File: src/rtl/wb_arbiter.sv
// Round-robin write-back arbiter: N_REQ small FIFOs drained one entry per cycle into a registered regbank write port.
// Optional build macro WB_ARB_BYPASS_EN lets an empty FIFO's live push win directly (1-cycle latency).
module wb_arbiter #(
  parameter int unsigned N_REQ  = 2,
  parameter int unsigned DEPTH  = 2,
  parameter int unsigned DWIDTH = 32,
  parameter int unsigned AWIDTH = 7
) (
  input  logic                       clk,
  input  logic                       reset,
  input  logic [N_REQ-1:0]           req_valid,
  output logic [N_REQ-1:0]           req_ready,
  input  logic [N_REQ*DWIDTH-1:0]    req_data,
  input  logic [N_REQ*AWIDTH-1:0]    req_dest,
  output logic                       write_valid,
  output logic [DWIDTH-1:0]          write_data,
  output logic [AWIDTH-1:0]          write_address,
  output logic [$clog2(N_REQ)-1:0]   grant_id
);

  localparam int unsigned GW = $clog2(N_REQ);
  localparam int unsigned PW = $clog2(DEPTH);

  typedef struct packed {
    logic [DWIDTH-1:0] data;
    logic [AWIDTH-1:0] dest;
  } entry_t;

  entry_t            r_mem  [N_REQ][DEPTH];
  logic [PW:0]       r_wptr [N_REQ];
  logic [PW:0]       r_rptr [N_REQ];
  logic [GW-1:0]     r_last;
  logic              r_write_valid;
  logic [DWIDTH-1:0] r_write_data;
  logic [AWIDTH-1:0] r_write_address;
  logic [GW-1:0]     r_grant_id;

  entry_t            w_live [N_REQ];
  entry_t            w_sel;
  logic [N_REQ-1:0]  w_full;
  logic [N_REQ-1:0]  w_empty;
  logic [N_REQ-1:0]  w_push_ok;
  logic [N_REQ-1:0]  w_enq;
  logic [N_REQ-1:0]  w_pop;
  logic [N_REQ-1:0]  w_cand;
  logic              w_gnt_vld;
  logic [GW-1:0]     w_gnt;

  // Per-requester FIFO status, push qualification and pointer/storage update
  for (genvar i = 0; i < N_REQ; i++) begin : gen_req
    assign w_live[i].data = req_data[i*DWIDTH +: DWIDTH];
    assign w_live[i].dest = req_dest[i*AWIDTH +: AWIDTH];
    assign w_empty[i]     = (r_wptr[i] == r_rptr[i]);
    assign w_full[i]      = (r_wptr[i][PW] != r_rptr[i][PW]) &&
                            (r_wptr[i][PW-1:0] == r_rptr[i][PW-1:0]);
    // Dest-0 handshakes complete but never reach the write port
    assign w_push_ok[i]   = req_valid[i] & ~w_full[i] & (w_live[i].dest != '0);
    assign w_pop[i]       = w_gnt_vld & (w_gnt == GW'(i)) & ~w_empty[i];
`ifdef WB_ARB_BYPASS_EN
    assign w_cand[i]      = ~w_empty[i] | w_push_ok[i];
    assign w_enq[i]       = w_push_ok[i] & ~(w_gnt_vld & (w_gnt == GW'(i)) & w_empty[i]);
`else
    assign w_cand[i]      = ~w_empty[i];
    assign w_enq[i]       = w_push_ok[i];
`endif

    always_ff @(posedge clk or posedge reset) begin
      if (reset) begin
        r_wptr[i] <= '0;
        r_rptr[i] <= '0;
      end else begin
        if (w_enq[i]) r_wptr[i] <= r_wptr[i] + (PW+1)'(1);
        if (w_pop[i]) r_rptr[i] <= r_rptr[i] + (PW+1)'(1);
      end
    end

    always_ff @(posedge clk) begin
      if (w_enq[i]) r_mem[i][r_wptr[i][PW-1:0]] <= w_live[i];
    end
  end

  assign req_ready = ~w_full;

  // Round-robin search starting just after the last winner
  always_comb begin
    w_gnt_vld = 1'b0;
    w_gnt     = r_last;
    for (int unsigned k = 1; k <= N_REQ; k++) begin
      int unsigned idx;
      idx = (32'(r_last) + k) % N_REQ;
      if (!w_gnt_vld && w_cand[idx]) begin
        w_gnt_vld = 1'b1;
        w_gnt     = GW'(idx);
      end
    end
  end

  always_comb begin
    w_sel = r_mem[w_gnt][r_rptr[w_gnt][PW-1:0]];
`ifdef WB_ARB_BYPASS_EN
    if (w_empty[w_gnt]) w_sel = w_live[w_gnt];
`endif
  end

  // Registered write port; grant_id holds across idle cycles for tracing
  always_ff @(posedge clk or posedge reset) begin
    if (reset) begin
      r_last          <= GW'(N_REQ - 1);
      r_write_valid   <= 1'b0;
      r_write_data    <= '0;
      r_write_address <= '0;
      r_grant_id      <= '0;
    end else if (w_gnt_vld) begin
      r_last          <= w_gnt;
      r_write_valid   <= 1'b1;
      r_write_data    <= w_sel.data;
      r_write_address <= w_sel.dest;
      r_grant_id      <= w_gnt;
    end else begin
      r_write_valid   <= 1'b0;
      r_write_data    <= '0;
      r_write_address <= '0;
    end
  end

  assign write_valid   = r_write_valid;
  assign write_data    = r_write_data;
  assign write_address = r_write_address;
  assign grant_id      = r_grant_id;

endmodule
File: config.mk
export PLATFORM = sky130hd
export DESIGN_NAME = wb_arbiter
export DESIGN_NICKNAME = d
export VERILOG_FILES = /design/src/rtl/wb_arbiter.sv
export SDC_FILE = /design/constraint.sdc
export NUM_CORES = 1
export LEC_CHECK = 0
export ABC_AREA = 1
export BUFFER_PORTS_ARGS = -buffer_cell sky130_fd_sc_hd__buf_2
export CORE_UTILIZATION = 46
export DETAILED_ROUTE_END_ITERATION = 8
export PLACE_DENSITY = 0.67
export SLEW_MARGIN = 30
export SYNTH_ARGS = -nofsm -noshare
export SYNTH_HDL_FRONTEND = slang
export SYNTH_SLANG_ARGS = --single-unit
File: constraint.sdc
create_clock -name clk -period 7 [get_ports clk]
set_input_delay 0.7 -clock clk [delete_from_list [all_inputs] [get_ports clk]]
set_output_delay 0.7 -clock clk [all_outputs]
set_load 0.02 [all_outputs]
==> run_summary.xml, run 1 <==
<?xml version="1.0" encoding="UTF-8"?>
<metrics>
  <group name="cells_and_area">
    <metric name="number_of_antenna_repair_diodes" unit="">0</metric>
    <metric name="layout.cells.most_common" unit="">sky130_fd_sc_hd__nand2_1</metric>
    <metric name="layout-area-overhead-vs-synth" unit="%">18.0</metric>
    <metric name="final_layout_size_suffix_gt1_frac" unit="">0.202</metric>
    <metric name="final_net_count" unit="">983</metric>
    <metric name="layout.cells.most_common_list" unit="">sky130_fd_sc_hd__nand2_1 (253), sky130_fd_sc_hd__edfxtp_1 (156), sky130_fd_sc_hd__buf_2 (124)</metric>
  </group>
  <group name="synth">
    <metric name="syn-cell-area" unit="sq um">8360</metric>
    <metric name="post-synth-top-area-fraction" unit="">0.560</metric>
    <metric name="seq_area_frac_synth" unit="">0.710</metric>
    <metric name="synthesis.yosys.warnings" unit="">0</metric>
    <metric name="ys_seq_elements" unit="">206</metric>
    <metric name="synthesis.area_per_instance" unit="sq um">10.7</metric>
    <metric name="synth_largest_area_cell" unit="">sky130_fd_sc_hd__edfxtp_1</metric>
    <metric name="post_synth_net_total" unit="">866</metric>
    <metric name="syn-instance-count" unit="">784</metric>
    <metric name="synth.top_cells.by_area" unit="">sky130_fd_sc_hd__edfxtp_1 (56%), sky130_fd_sc_hd__dfrtp_1 (15%), sky130_fd_sc_hd__nand2_1 (11%), sky130_fd_sc_hd__nand3_1 (5.0%), sky130_fd_sc_hd__inv_1 (3.9%)</metric>
    <metric name="synth_cell_types" unit="">22</metric>
  </group>
  <group name="sta">
    <metric name="fmax" unit="MHz">333</metric>
    <metric name="maxSlewHeadroom" unit="">0.343</metric>
    <metric name="grt_setup_unrepaired" unit="">no</metric>
    <metric name="setup-violations-final" unit="">0</metric>
    <metric name="final_period_minus_worst_setup_slack" unit="ps">3010</metric>
    <metric name="maxSlewViolCount" unit="">0</metric>
    <metric name="final.period_utilization" unit="">0.429</metric>
    <metric name="final.setup_skew" unit="ps">14.0</metric>
    <metric name="final_hold_violation_count" unit="">0</metric>
    <metric name="layout_setup_ws" unit="ps">3990</metric>
    <metric name="setup_total_negative_slack" unit="ps">0</metric>
    <metric name="tightest_slew" unit="ps">981</metric>
  </group>
  <group name="critical_path">
    <metric name="cp.arrival" unit="ps">3400</metric>
    <metric name="crit_top_cell" unit="">sky130_fd_sc_hd__nand2_2</metric>
    <metric name="critical-path-top-delay-family" unit="">simple AND/OR/NAND/NOR gates</metric>
    <metric name="critPathMaxFanout" unit="">41</metric>
    <metric name="startpoint" unit="">r_wptr[2]</metric>
    <metric name="max_stage_delay" unit="ps">830</metric>
    <metric name="worst-setup-path-type" unit="">flop to flop</metric>
    <metric name="reg2reg_from" unit="">r_wptr[2]</metric>
    <metric name="worst_path_buf_inv" unit="">1</metric>
    <metric name="crit_required" unit="ps">7390</metric>
    <metric name="critical_path_cell_with_the_highest_stage_delay" unit="">sky130_fd_sc_hd__nand2_2</metric>
    <metric name="worst_setup_path_start_kind" unit="">flop</metric>
    <metric name="crit_path_cell_trace" unit="">inv_2 -&gt; nand2_1 -&gt; nand2_2 -&gt; nand2_2 -&gt; nand2_2 -&gt; nand2_2 -&gt; nand2_1 -&gt; nand2_1 -&gt; nor2_1 -&gt; nor2_1</metric>
    <metric name="worstSetupEndpointType" unit="">flop</metric>
  </group>
  <group name="clock_network">
    <metric name="cts-hold-fix-buffers" unit="">0</metric>
    <metric name="h-tree-depth" unit="">1</metric>
    <metric name="insertion_delay" unit="ps">500</metric>
    <metric name="cts_root_buf" unit="">sky130_fd_sc_hd__clkbuf_16</metric>
    <metric name="cts_tree" unit="">yes</metric>
    <metric name="cts.sink_count" unit="">206</metric>
    <metric name="cts_resized" unit="">0</metric>
    <metric name="clock_buffer_depth" unit="">3</metric>
    <metric name="cts_inserted_buffers" unit="">22</metric>
    <metric name="clk_pin_slew" unit="ps">60</metric>
    <metric name="postCtsSetupBuffers" unit="">0</metric>
  </group>
  <group name="placement">
    <metric name="detailed_place_hpwl" unit="um">10400</metric>
    <metric name="count_of_buffers_inserted_at_the_top_level_ports" unit="">124</metric>
    <metric name="gp_congestion" unit="">0.742</metric>
    <metric name="dp_slack" unit="ps">4010</metric>
  </group>
  <group name="power">
    <metric name="power-per-cell-area" unit="nW/um^2">531</metric>
    <metric name="p_leak" unit="nW">4.64</metric>
    <metric name="vdd_ir_drop_max" unit="uV">270</metric>
  </group>
  <group name="global_routing">
    <metric name="grt_max_degree" unit="">79</metric>
    <metric name="antenna_found_initial" unit="">0</metric>
    <metric name="wire_length_of_the_first_global_routing_pass" unit="um">28400</metric>
    <metric name="grt_pass1_vias" unit="">5466</metric>
    <metric name="grt.overflow.total" unit="">0</metric>
    <metric name="globalRouteTotalUtil" unit="">0.204</metric>
  </group>
  <group name="floorplan">
    <metric name="placement_rows" unit="">48</metric>
    <metric name="die-height" unit="um">137</metric>
    <metric name="pin_count" unit="">125</metric>
    <metric name="fp.coreArea" unit="sq um">17500</metric>
    <metric name="initial_core_util" unit="">0.477</metric>
    <metric name="floorplan.die_area" unit="sq um">18700</metric>
    <metric name="floorplan.die.width" unit="um">137</metric>
  </group>
  <group name="route">
    <metric name="route.vias.total" unit="">5644</metric>
    <metric name="final_antenna_net_count" unit="">0</metric>
    <metric name="drt-wirelength-per-cell" unit="um">16.1</metric>
    <metric name="drt-pass1-iter-count" unit="">5</metric>
    <metric name="first_iter_violations" unit="">384</metric>
    <metric name="final_routed_wirelength" unit="um">18400</metric>
    <metric name="avgViaCountPerCell" unit="">4.94</metric>
    <metric name="detail_route.drc_violations" unit="">0</metric>
  </group>
  <group name="hold_path">
    <metric name="worst_hold_path_type" unit="">primary input to flop</metric>
    <metric name="timing.hold.worst.start" unit="">req_data[3]</metric>
  </group>
  <group name="job">
    <metric name="max-cap-violations" unit="">0</metric>
  </group>
  <group name="outcome">
    <metric name="outcome" unit="">finished clean</metric>
  </group>
</metrics>
registers in the layout (all words and copies together) (netlist names):
| name | cells |
|---|---|
| r_last | 1 |
| write_address | 7 |
| write_valid | 1 |
| r_rptr | 4 |
| grant_id | 1 |
| write_data | 32 |
| r_mem | 156 |
| r_wptr | 4 |
synth_stat cells:
cell type / number
sky130_fd_sc_hd__a21oi_1: 3
sky130_fd_sc_hd__buf_2: 20
sky130_fd_sc_hd__buf_4: 4
sky130_fd_sc_hd__buf_6: 3
sky130_fd_sc_hd__clkbuf_1: 9
sky130_fd_sc_hd__dfrtp_1: 49
sky130_fd_sc_hd__dfstp_2: 1
sky130_fd_sc_hd__edfxtp_1: 156
sky130_fd_sc_hd__inv_1: 87
sky130_fd_sc_hd__inv_2: 4
sky130_fd_sc_hd__nand2_1: 254
sky130_fd_sc_hd__nand2_2: 10
sky130_fd_sc_hd__nand3_1: 84
sky130_fd_sc_hd__nand3_2: 3
sky130_fd_sc_hd__nand4_1: 3
sky130_fd_sc_hd__nor2_1: 83
sky130_fd_sc_hd__nor2_2: 1
sky130_fd_sc_hd__nor3_1: 2
sky130_fd_sc_hd__nor4_1: 2
sky130_fd_sc_hd__o21ai_0: 3
sky130_fd_sc_hd__xnor2_1: 2
sky130_fd_sc_hd__xor2_1: 1
metrics by stage:
| step | total power, mW | std cells | hold WS (ps) | instance area [sq um] | util |
|---|---|---|---|---|---|
| 2_1_floorplan | 3.57 | 784 | 485 | 8360 | - |
| 3_3_place_gp | 4.08 | 1102 | 511 | 9120 | 0.520 |
| 3_5_place_dp | 4.14 | 1102 | 541 | 9140 | 0.521 |
| 4_1_cts | 5.29 | 1142 | 362 | 9870 | 0.563 |
| 5_1_grt | 5.63 | 1142 | 364 | 9870 | 0.563 |
| 6_report | 5.24 | 1142 | 379 | 9870 | 0.563 |
kinds of logic (layout without fill, tap and decap cells):
logic type | Yosys count | after routing | synth area share
AO/OA/AOI/OAI | 6 | 6 | 0.00359
XOR/XNOR | 3 | 3 | 0.00314
buffers and inverters | 127 | 260 | 0.0645
flip-flops | 206 | 206 | 0.710
AND/OR/NAND/NOR | 442 | 442 | 0.218
area by class of cell:
cell class,instances,area (sq um)
Inverter,91,347
Clock inverter,8,97.6
Sequential cell,206,5940
Clock buffer,32,628
Fill cell,1499,7670
Timing Repair Buffer,129,658
Tap cell,225,282
Multi-Input combinational cell,451,1920
layer usage:
metal | track usage | up-vias | share of wire
met2 | 0.355 | 198 | 0.50
met3 | 0.0315 | 27 | 0.059
met5 | 0 | - | 0
met4 | 0.0672 | 0 | 0.018
li1 | - | 2752 | -
met1 | 0.262 | 2667 | 0.42
report_power, final:
group / total (mW) / internal, mW / switching [mW] / leakage [nW]
Combinational: 2.19 / 0.622 / 1.57 / 2.25
Clock: 1.15 / 0.696 / 0.454 / 0.355
Sequential: 1.90 / 1.78 / 0.120 / 2.03
final timing paths:
path | endpoint | slack [ps] | cells after the start
max | write_data[28] | 3990 | 10
min | r_mem[0][49] | 380 | 1
max reg2reg | write_data[28] | 3990 | 10
min reg2reg | r_rptr[1] | 560 | 2
max in group asynchronous | write_data[10] | 6130 | 3
min in group asynchronous | write_data[22] | 390 | 3
(Power assumes the default switching activity.)
==> run 2, diff against run 1 <==
ABC_AREA = 0   (was 1)
clock period = 2.8 ns   (was 7 ns; I/O delays follow)
==> run 2 against run 1 <==
Net effect: final cell count decreased by 15%; maximum frequency grew 30%; die area shrank 0.20%; global-route usage up 1.4 points; sequential share of layout area fell by 4.7 points; critical path depth decreased by 6; critical path type unchanged.
==> run_summary.xml, run 2 <==
<?xml version="1.0" encoding="UTF-8"?>
<metrics>
  <group name="placement">
    <metric name="gp_congestion" unit="">0.745</metric>
    <metric name="count_of_buffers_inserted_at_the_top_level_ports" unit="">124</metric>
    <metric name="detailed_place_hpwl" unit="um">11800</metric>
  </group>
  <group name="route">
    <metric name="drt-wirelength-per-cell" unit="um">20.1</metric>
    <metric name="final_antenna_net_count" unit="">0</metric>
    <metric name="detail_route.drc_violations" unit="">0</metric>
    <metric name="route.vias.total" unit="">5345</metric>
    <metric name="avgViaCountPerCell" unit="">5.52</metric>
    <metric name="final_routed_wirelength" unit="um">19400</metric>
    <metric name="drt-pass1-iter-count" unit="">5</metric>
    <metric name="first_iter_violations" unit="">282</metric>
  </group>
  <group name="sta">
    <metric name="setup-violations-final" unit="">0</metric>
    <metric name="maxSlewViolCount" unit="">0</metric>
    <metric name="final.setup_skew" unit="ps">8.42</metric>
    <metric name="grt_setup_unrepaired" unit="">no</metric>
    <metric name="maxSlewHeadroom" unit="">0.440</metric>
    <metric name="final_period_minus_worst_setup_slack" unit="ps">2310</metric>
    <metric name="setup_total_negative_slack" unit="ps">0</metric>
    <metric name="fmax" unit="MHz">434</metric>
    <metric name="final_hold_violation_count" unit="">0</metric>
    <metric name="final.period_utilization" unit="">0.824</metric>
    <metric name="tightest_slew" unit="ps">841</metric>
  </group>
  <group name="synth">
    <metric name="synthesis.yosys.warnings" unit="">0</metric>
    <metric name="synth_cell_types" unit="">31</metric>
    <metric name="seq_area_frac_synth" unit="">0.712</metric>
    <metric name="synthesis.area_per_instance" unit="sq um">15.8</metric>
    <metric name="synth_edf_count" unit="">156</metric>
    <metric name="asyncSetResetFlopFracSynth" unit="">0.243</metric>
    <metric name="synth_top_flop_cell" unit="">sky130_fd_sc_hd__edfxtp_1</metric>
    <metric name="synth_most_common_cell" unit="">sky130_fd_sc_hd__edfxtp_1</metric>
    <metric name="synth_largest_area_cell" unit="">sky130_fd_sc_hd__edfxtp_1</metric>
    <metric name="post-synth-top-area-fraction" unit="">0.562</metric>
    <metric name="synth.top_cells.by_count" unit="">sky130_fd_sc_hd__edfxtp_1 (156), sky130_fd_sc_hd__o211ai_1 (78), sky130_fd_sc_hd__dfrtp_1 (49)</metric>
    <metric name="ys_seq_elements" unit="">206</metric>
    <metric name="syn-cell-area" unit="sq um">8340</metric>
    <metric name="synth.top_cells.by_area" unit="">sky130_fd_sc_hd__edfxtp_1 (56%), sky130_fd_sc_hd__dfrtp_1 (15%), sky130_fd_sc_hd__a221oi_2 (7.0%), sky130_fd_sc_hd__o211ai_1 (7.0%), sky130_fd_sc_hd__nand2b_1 (3.1%)</metric>
    <metric name="syn-instance-count" unit="">529</metric>
    <metric name="post_synth_net_total" unit="">611</metric>
  </group>
  <group name="floorplan">
    <metric name="die-height" unit="um">137</metric>
    <metric name="floorplan.die.width" unit="um">137</metric>
    <metric name="placement_rows" unit="">48</metric>
    <metric name="floorplan.die_area" unit="sq um">18700</metric>
    <metric name="pin_count" unit="">125</metric>
    <metric name="fp.coreArea" unit="sq um">17500</metric>
    <metric name="initial_core_util" unit="">0.477</metric>
  </group>
  <group name="critical_path">
    <metric name="worst-setup-path-type" unit="">flop to flop</metric>
    <metric name="crit_required" unit="ps">2990</metric>
    <metric name="worst_setup_path_start_kind" unit="">flop</metric>
    <metric name="critical_path_cell_with_the_highest_stage_delay" unit="">sky130_fd_sc_hd__nor3b_4</metric>
    <metric name="max_stage_delay" unit="ps">730</metric>
    <metric name="crit_path_cell_trace" unit="">xnor2_2 -&gt; and2b_1 -&gt; nor3b_4 -&gt; buf_12</metric>
    <metric name="worstSetupEndpointType" unit="">flop</metric>
    <metric name="worst_path_buf_inv" unit="">1</metric>
    <metric name="critPathMaxFanout" unit="">28</metric>
    <metric name="cp.arrival" unit="ps">2490</metric>
    <metric name="critical-path-top-delay-family" unit="">simple AND/OR/NAND/NOR gates</metric>
  </group>
  <group name="cells_and_area">
    <metric name="number_of_antenna_repair_diodes" unit="">0</metric>
    <metric name="layout.cells.most_common" unit="">sky130_fd_sc_hd__edfxtp_1</metric>
    <metric name="largest_reg_flops" unit="">156</metric>
    <metric name="layout.cells.most_common_list" unit="">sky130_fd_sc_hd__edfxtp_1 (156), sky130_fd_sc_hd__buf_2 (124), sky130_fd_sc_hd__o211ai_1 (78)</metric>
    <metric name="final_layout_size_suffix_gt1_frac" unit="">0.319</metric>
    <metric name="final_net_count" unit="">810</metric>
    <metric name="fillers" unit="">1312</metric>
    <metric name="layout-area-overhead-vs-synth" unit="%">28.3</metric>
  </group>
  <group name="clock_network">
    <metric name="clock_buffer_depth" unit="">3</metric>
    <metric name="h-tree-depth" unit="">1</metric>
    <metric name="cts.sink_count" unit="">206</metric>
    <metric name="insertion_delay" unit="ps">500</metric>
    <metric name="cts_resized" unit="">0</metric>
    <metric name="cts_tree" unit="">yes</metric>
    <metric name="cts_root_buf" unit="">sky130_fd_sc_hd__clkbuf_16</metric>
    <metric name="cts_inserted_buffers" unit="">22</metric>
    <metric name="clk_pin_slew" unit="ps">60</metric>
  </group>
  <group name="outcome">
    <metric name="outcome" unit="">finished clean</metric>
  </group>
  <group name="global_routing">
    <metric name="wire_length_of_the_first_global_routing_pass" unit="um">30600</metric>
    <metric name="globalRouteTotalUtil" unit="">0.219</metric>
    <metric name="antenna_found_initial" unit="">0</metric>
    <metric name="grt.overflow.total" unit="">0</metric>
    <metric name="grt_max_degree" unit="">81</metric>
    <metric name="grt_pass1_vias" unit="">5563</metric>
  </group>
  <group name="power">
    <metric name="power-per-cell-area" unit="nW/um^2">1390</metric>
    <metric name="vdd_ir_drop_max" unit="uV">1080</metric>
    <metric name="p_leak" unit="nW">3.87</metric>
    <metric name="p_total" unit="mW">14.9</metric>
  </group>
  <group name="hold_path">
    <metric name="worst_hold_path_type" unit="">primary input to flop</metric>
  </group>
  <group name="job">
    <metric name="max-cap-violations" unit="">0</metric>
  </group>
</metrics>
## run 2: power breakdown
group | total (mW) | switching [mW] | internal (mW)
Combinational | 7.26 | 4.50 | 2.75
Clock | 2.76 | 1.12 | 1.64
Sequential | 4.87 | 0.309 | 4.56
## run 2: final timing paths
path / startpoint / to / slack [ps] / cells after the start
worst max-delay path: r_wptr[2] / r_mem[0][24] / 490 / 4
worst min-delay path: req_data[63] / r_mem[1][77] / 20 / 1
worst max register to register: r_wptr[2] / r_mem[0][24] / 490 / 4
worst min register to register: r_rptr[3] / r_rptr[3] / 490 / 1
max in group asynchronous: reset / r_rptr[0] / 1610 / 4
min in group asynchronous: reset / write_data[0] / 320 / 3
## run 2: layout make-up
type / instances / area, sq um / area share
well taps: 225 / 282 / 0.0263
flip-flops and latches: 206 / 5940 / 0.555
repair buffers: 223 / 1590 / 0.148
multi-input cells: 271 / 2190 / 0.205
clock buffers: 31 / 626 / 0.0584
clock inverters: 9 / 63.8 / 0.00596
inverters: 4 / 15.0 / 0.00140
## run 2: cell families after synthesis
| kind of cell | Yosys count | synth area share |
|---|---|---|
| flops | 206 | 0.712 |
| compound gates | 162 | 0.171 |
| simple gates | 99 | 0.0735 |
| buf+inv | 52 | 0.0314 |
| xor+xnor | 10 | 0.0123 |
## run 2: per-stage QoR
stage / util / cells / hold WS [ps] / cell area, sq um / worst slack (ps)
floorplan: - / 529 / 379 / 8380 / 262
global placement: 0.529 / 853 / 275 / 9250 / 247
detailed placement: 0.530 / 854 / 289 / 9260 / 387
CTS: 0.611 / 967 / 6.80 / 10700 / 373
global route: 0.612 / 969 / 1.92 / 10700 / 350
finish: 0.612 / 969 / 20.9 / 10700 / 494
## run 2: timing repair
action                    4_1_cts  5_1_grt
hold endpoints to repair      159        2
hold buffers                   73        1
buffers inserted                0        0
## run 2: layer usage
layer,global-route usage,vias up,wire length (um)
li1,-,2454,-
met1,0.291,2686,8200
met2,0.371,173,9760
met3,0.0311,32,1060
met4,0.0691,0,416
met5,0,-,0
==> run 3, diff against run 2 <==
PLACE_DENSITY = 0.69   (was 0.67)
clock period = 1.92 ns   (was 2.8 ns; I/O delays follow)
==> run 3 against run 2 <==
Net effect: register-to-register slack lost 410 ps; first-iteration DRC count grew 9.6%; clock power grew 47%; count of clock-buffer cells in the layout is 1 lower; via count up 2.1%; design area rose by 4.4%; final cell count rose by 3.0%; clock skew is 13 ps higher; sequential power up 46%; global-route usage decreased by 0.27 points; critical path depth rose by 1; critical path type is now flop to output pin; critical endpoint is now req_ready[1]; largest power group unchanged.
==> run_summary.xml, run 3 (synthesis results as in run 2) <==
<?xml version="1.0" encoding="UTF-8"?>
<metrics>
  <group name="outcome">
    <metric name="outcome" unit="">finished clean</metric>
  </group>
  <group name="cells_and_area">
    <metric name="layout.cells.most_common_list" unit="">sky130_fd_sc_hd__edfxtp_1 (156), sky130_fd_sc_hd__buf_2 (122), sky130_fd_sc_hd__dlygate4sd3_1 (79)</metric>
    <metric name="layout-area-overhead-vs-synth" unit="%">34.0</metric>
    <metric name="number_of_antenna_repair_diodes" unit="">0</metric>
    <metric name="final_net_count" unit="">840</metric>
    <metric name="register_area" unit="sq um">5940</metric>
    <metric name="fillers" unit="">1304</metric>
    <metric name="final_layout_size_suffix_gt1_frac" unit="">0.344</metric>
    <metric name="largest_reg_flops" unit="">156</metric>
    <metric name="layout.cells.most_common" unit="">sky130_fd_sc_hd__edfxtp_1</metric>
    <metric name="layout.core_utilization" unit="">0.640</metric>
    <metric name="multi_input_comb_area" unit="sq um">2250</metric>
  </group>
  <group name="clock_network">
    <metric name="h-tree-depth" unit="">1</metric>
    <metric name="clk_pin_slew" unit="ps">60</metric>
    <metric name="insertion_delay" unit="ps">500</metric>
    <metric name="cts_tree" unit="">yes</metric>
    <metric name="cts.sink_count" unit="">206</metric>
    <metric name="clock_buffer_depth" unit="">3</metric>
    <metric name="cts_root_buf" unit="">sky130_fd_sc_hd__clkbuf_16</metric>
    <metric name="cts_inserted_buffers" unit="">21</metric>
  </group>
  <group name="placement">
    <metric name="count_of_buffers_inserted_at_the_top_level_ports" unit="">124</metric>
    <metric name="gp_congestion" unit="">0.776</metric>
    <metric name="detailed_place_hpwl" unit="um">12300</metric>
  </group>
  <group name="critical_path">
    <metric name="r2r_cells" unit="">6</metric>
    <metric name="critPathMaxFanout" unit="">3</metric>
    <metric name="cp.arrival" unit="ps">1680</metric>
    <metric name="crit_required" unit="ps">1730</metric>
    <metric name="worst-setup-path-type" unit="">flop to output pin</metric>
    <metric name="worst_setup_path_start_kind" unit="">flop</metric>
    <metric name="worstSetupEndpointType" unit="">output pin</metric>
  </group>
  <group name="power">
    <metric name="p_leak" unit="nW">4.10</metric>
    <metric name="power-per-cell-area" unit="nW/um^2">2070</metric>
    <metric name="vdd_ir_drop_max" unit="uV">1510</metric>
  </group>
  <group name="route">
    <metric name="final_routed_wirelength" unit="um">19700</metric>
    <metric name="route.vias.total" unit="">5455</metric>
    <metric name="detail_route.drc_violations" unit="">0</metric>
    <metric name="first_iter_violations" unit="">309</metric>
    <metric name="drt-pass1-iter-count" unit="">5</metric>
    <metric name="avgViaCountPerCell" unit="">5.47</metric>
    <metric name="final_antenna_net_count" unit="">0</metric>
    <metric name="drt-wirelength-per-cell" unit="um">19.7</metric>
  </group>
  <group name="global_routing">
    <metric name="globalRouteTotalUtil" unit="">0.216</metric>
    <metric name="grt_max_degree" unit="">81</metric>
    <metric name="wire_length_of_the_first_global_routing_pass" unit="um">30100</metric>
    <metric name="grt_pass1_vias" unit="">5505</metric>
    <metric name="antenna_found_initial" unit="">0</metric>
    <metric name="grt.overflow.total" unit="">0</metric>
  </group>
  <group name="floorplan">
    <metric name="floorplan.die_area" unit="sq um">18700</metric>
    <metric name="placement_rows" unit="">48</metric>
    <metric name="fp.coreArea" unit="sq um">17500</metric>
    <metric name="initial_core_util" unit="">0.477</metric>
    <metric name="die-height" unit="um">137</metric>
    <metric name="floorplan.die.width" unit="um">137</metric>
    <metric name="pin_count" unit="">125</metric>
  </group>
  <group name="job">
    <metric name="max-cap-violations" unit="">0</metric>
  </group>
  <group name="sta">
    <metric name="final.setup_skew" unit="ps">21.5</metric>
    <metric name="setup-violations-final" unit="">0</metric>
    <metric name="fmax" unit="MHz">535</metric>
    <metric name="grt_setup_unrepaired" unit="">no</metric>
    <metric name="maxSlewHeadroom" unit="">0.494</metric>
    <metric name="maxSlewViolCount" unit="">0</metric>
    <metric name="tightest_slew" unit="ps">758</metric>
    <metric name="setup_total_negative_slack" unit="ps">0</metric>
    <metric name="final.period_utilization" unit="">0.973</metric>
    <metric name="final_period_minus_worst_setup_slack" unit="ps">1870</metric>
    <metric name="final_hold_violation_count" unit="">0</metric>
  </group>
  <group name="hold_path">
    <metric name="worstHoldPathCells" unit="">5</metric>
    <metric name="worst_hold_path_type" unit="">primary input to flop</metric>
  </group>
</metrics>
## run 3: cell count changes in the layout (fill, tap and decap cells not counted), sizes merged
cell / change
buf: +26
inv: +1
bufinv: +2
clkinv: -4
clkbuf: -1
dlygate4sd3: +5
## run 3: area by class of cell
class	instances	share of cell area
clock buffer	30	0.0509
clock inverter	8	0.0102
inverter	4	0.00134
multi-input combinational	271	0.201
sequential	206	0.532
tap	225	0.0252
timing repair buffer	254	0.180
## run 3: through the flow
stage	worst slack (ps)	instance area [sq um]	std cells	total power, mW	hold slack [ps]
after detailed placement	-156	9590	871	18.7	293
after CTS	17.7	11100	997	23.1	143
final	51.8	11200	998	23.1	157
after global placement	-139	9590	871	18.5	293
after global routing	7.83	11200	998	24.4	184
after floorplan	-514	8420	529	15.1	291
## run 3: where the power goes
| group | switching (mW) | leakage, nW | internal (mW) |
|---|---|---|---|
| logic | 6.83 | 1.73 | 5.11 |
| clock network | 1.59 | 0.329 | 2.46 |
| registers | 0.460 | 2.04 | 6.66 |
| total | 8.88 | 4.10 | 14.2 |
## run 3: layer usage
metal | share of wire | track usage
met3 | 0.050 | 0.0293
met1 | 0.45 | 0.302
met5 | 0 | 0
met4 | 0.018 | 0.0654
met2 | 0.48 | 0.353
## run 3: worst paths after layout
path	start	to	slack, ps
worst max-delay path	r_rptr[0]	req_ready[1]	50
worst min-delay path	req_valid[1]	r_wptr[0]	160
min in group asynchronous	reset	write_address[1]	310
worst min register to register	grant_id	grant_id	580
worst max register to register	r_rptr[3]	r_mem[0][22]	80
max in group asynchronous	reset	r_last	960
## run 3: worst max-delay path, cell delays in order, from the launching register on
cell and delay, ps:
sky130_fd_sc_hd__dfrtp_4 510, sky130_fd_sc_hd__xnor2_4 160, sky130_fd_sc_hd__nor2b_4 170, sky130_fd_sc_hd__buf_4 140, sky130_fd_sc_hd__inv_2 40, sky130_fd_sc_hd__buf_2 150
## run 3: what timing repair did
item / CTS / global route
pin swaps: 3 / 2
resized for setup: 0 / 6
setup endpoints to repair: 97 / 33
hold buffers: 79 / 0
hold endpoints to repair: 177 / 0
setup buffers: 9 / 2
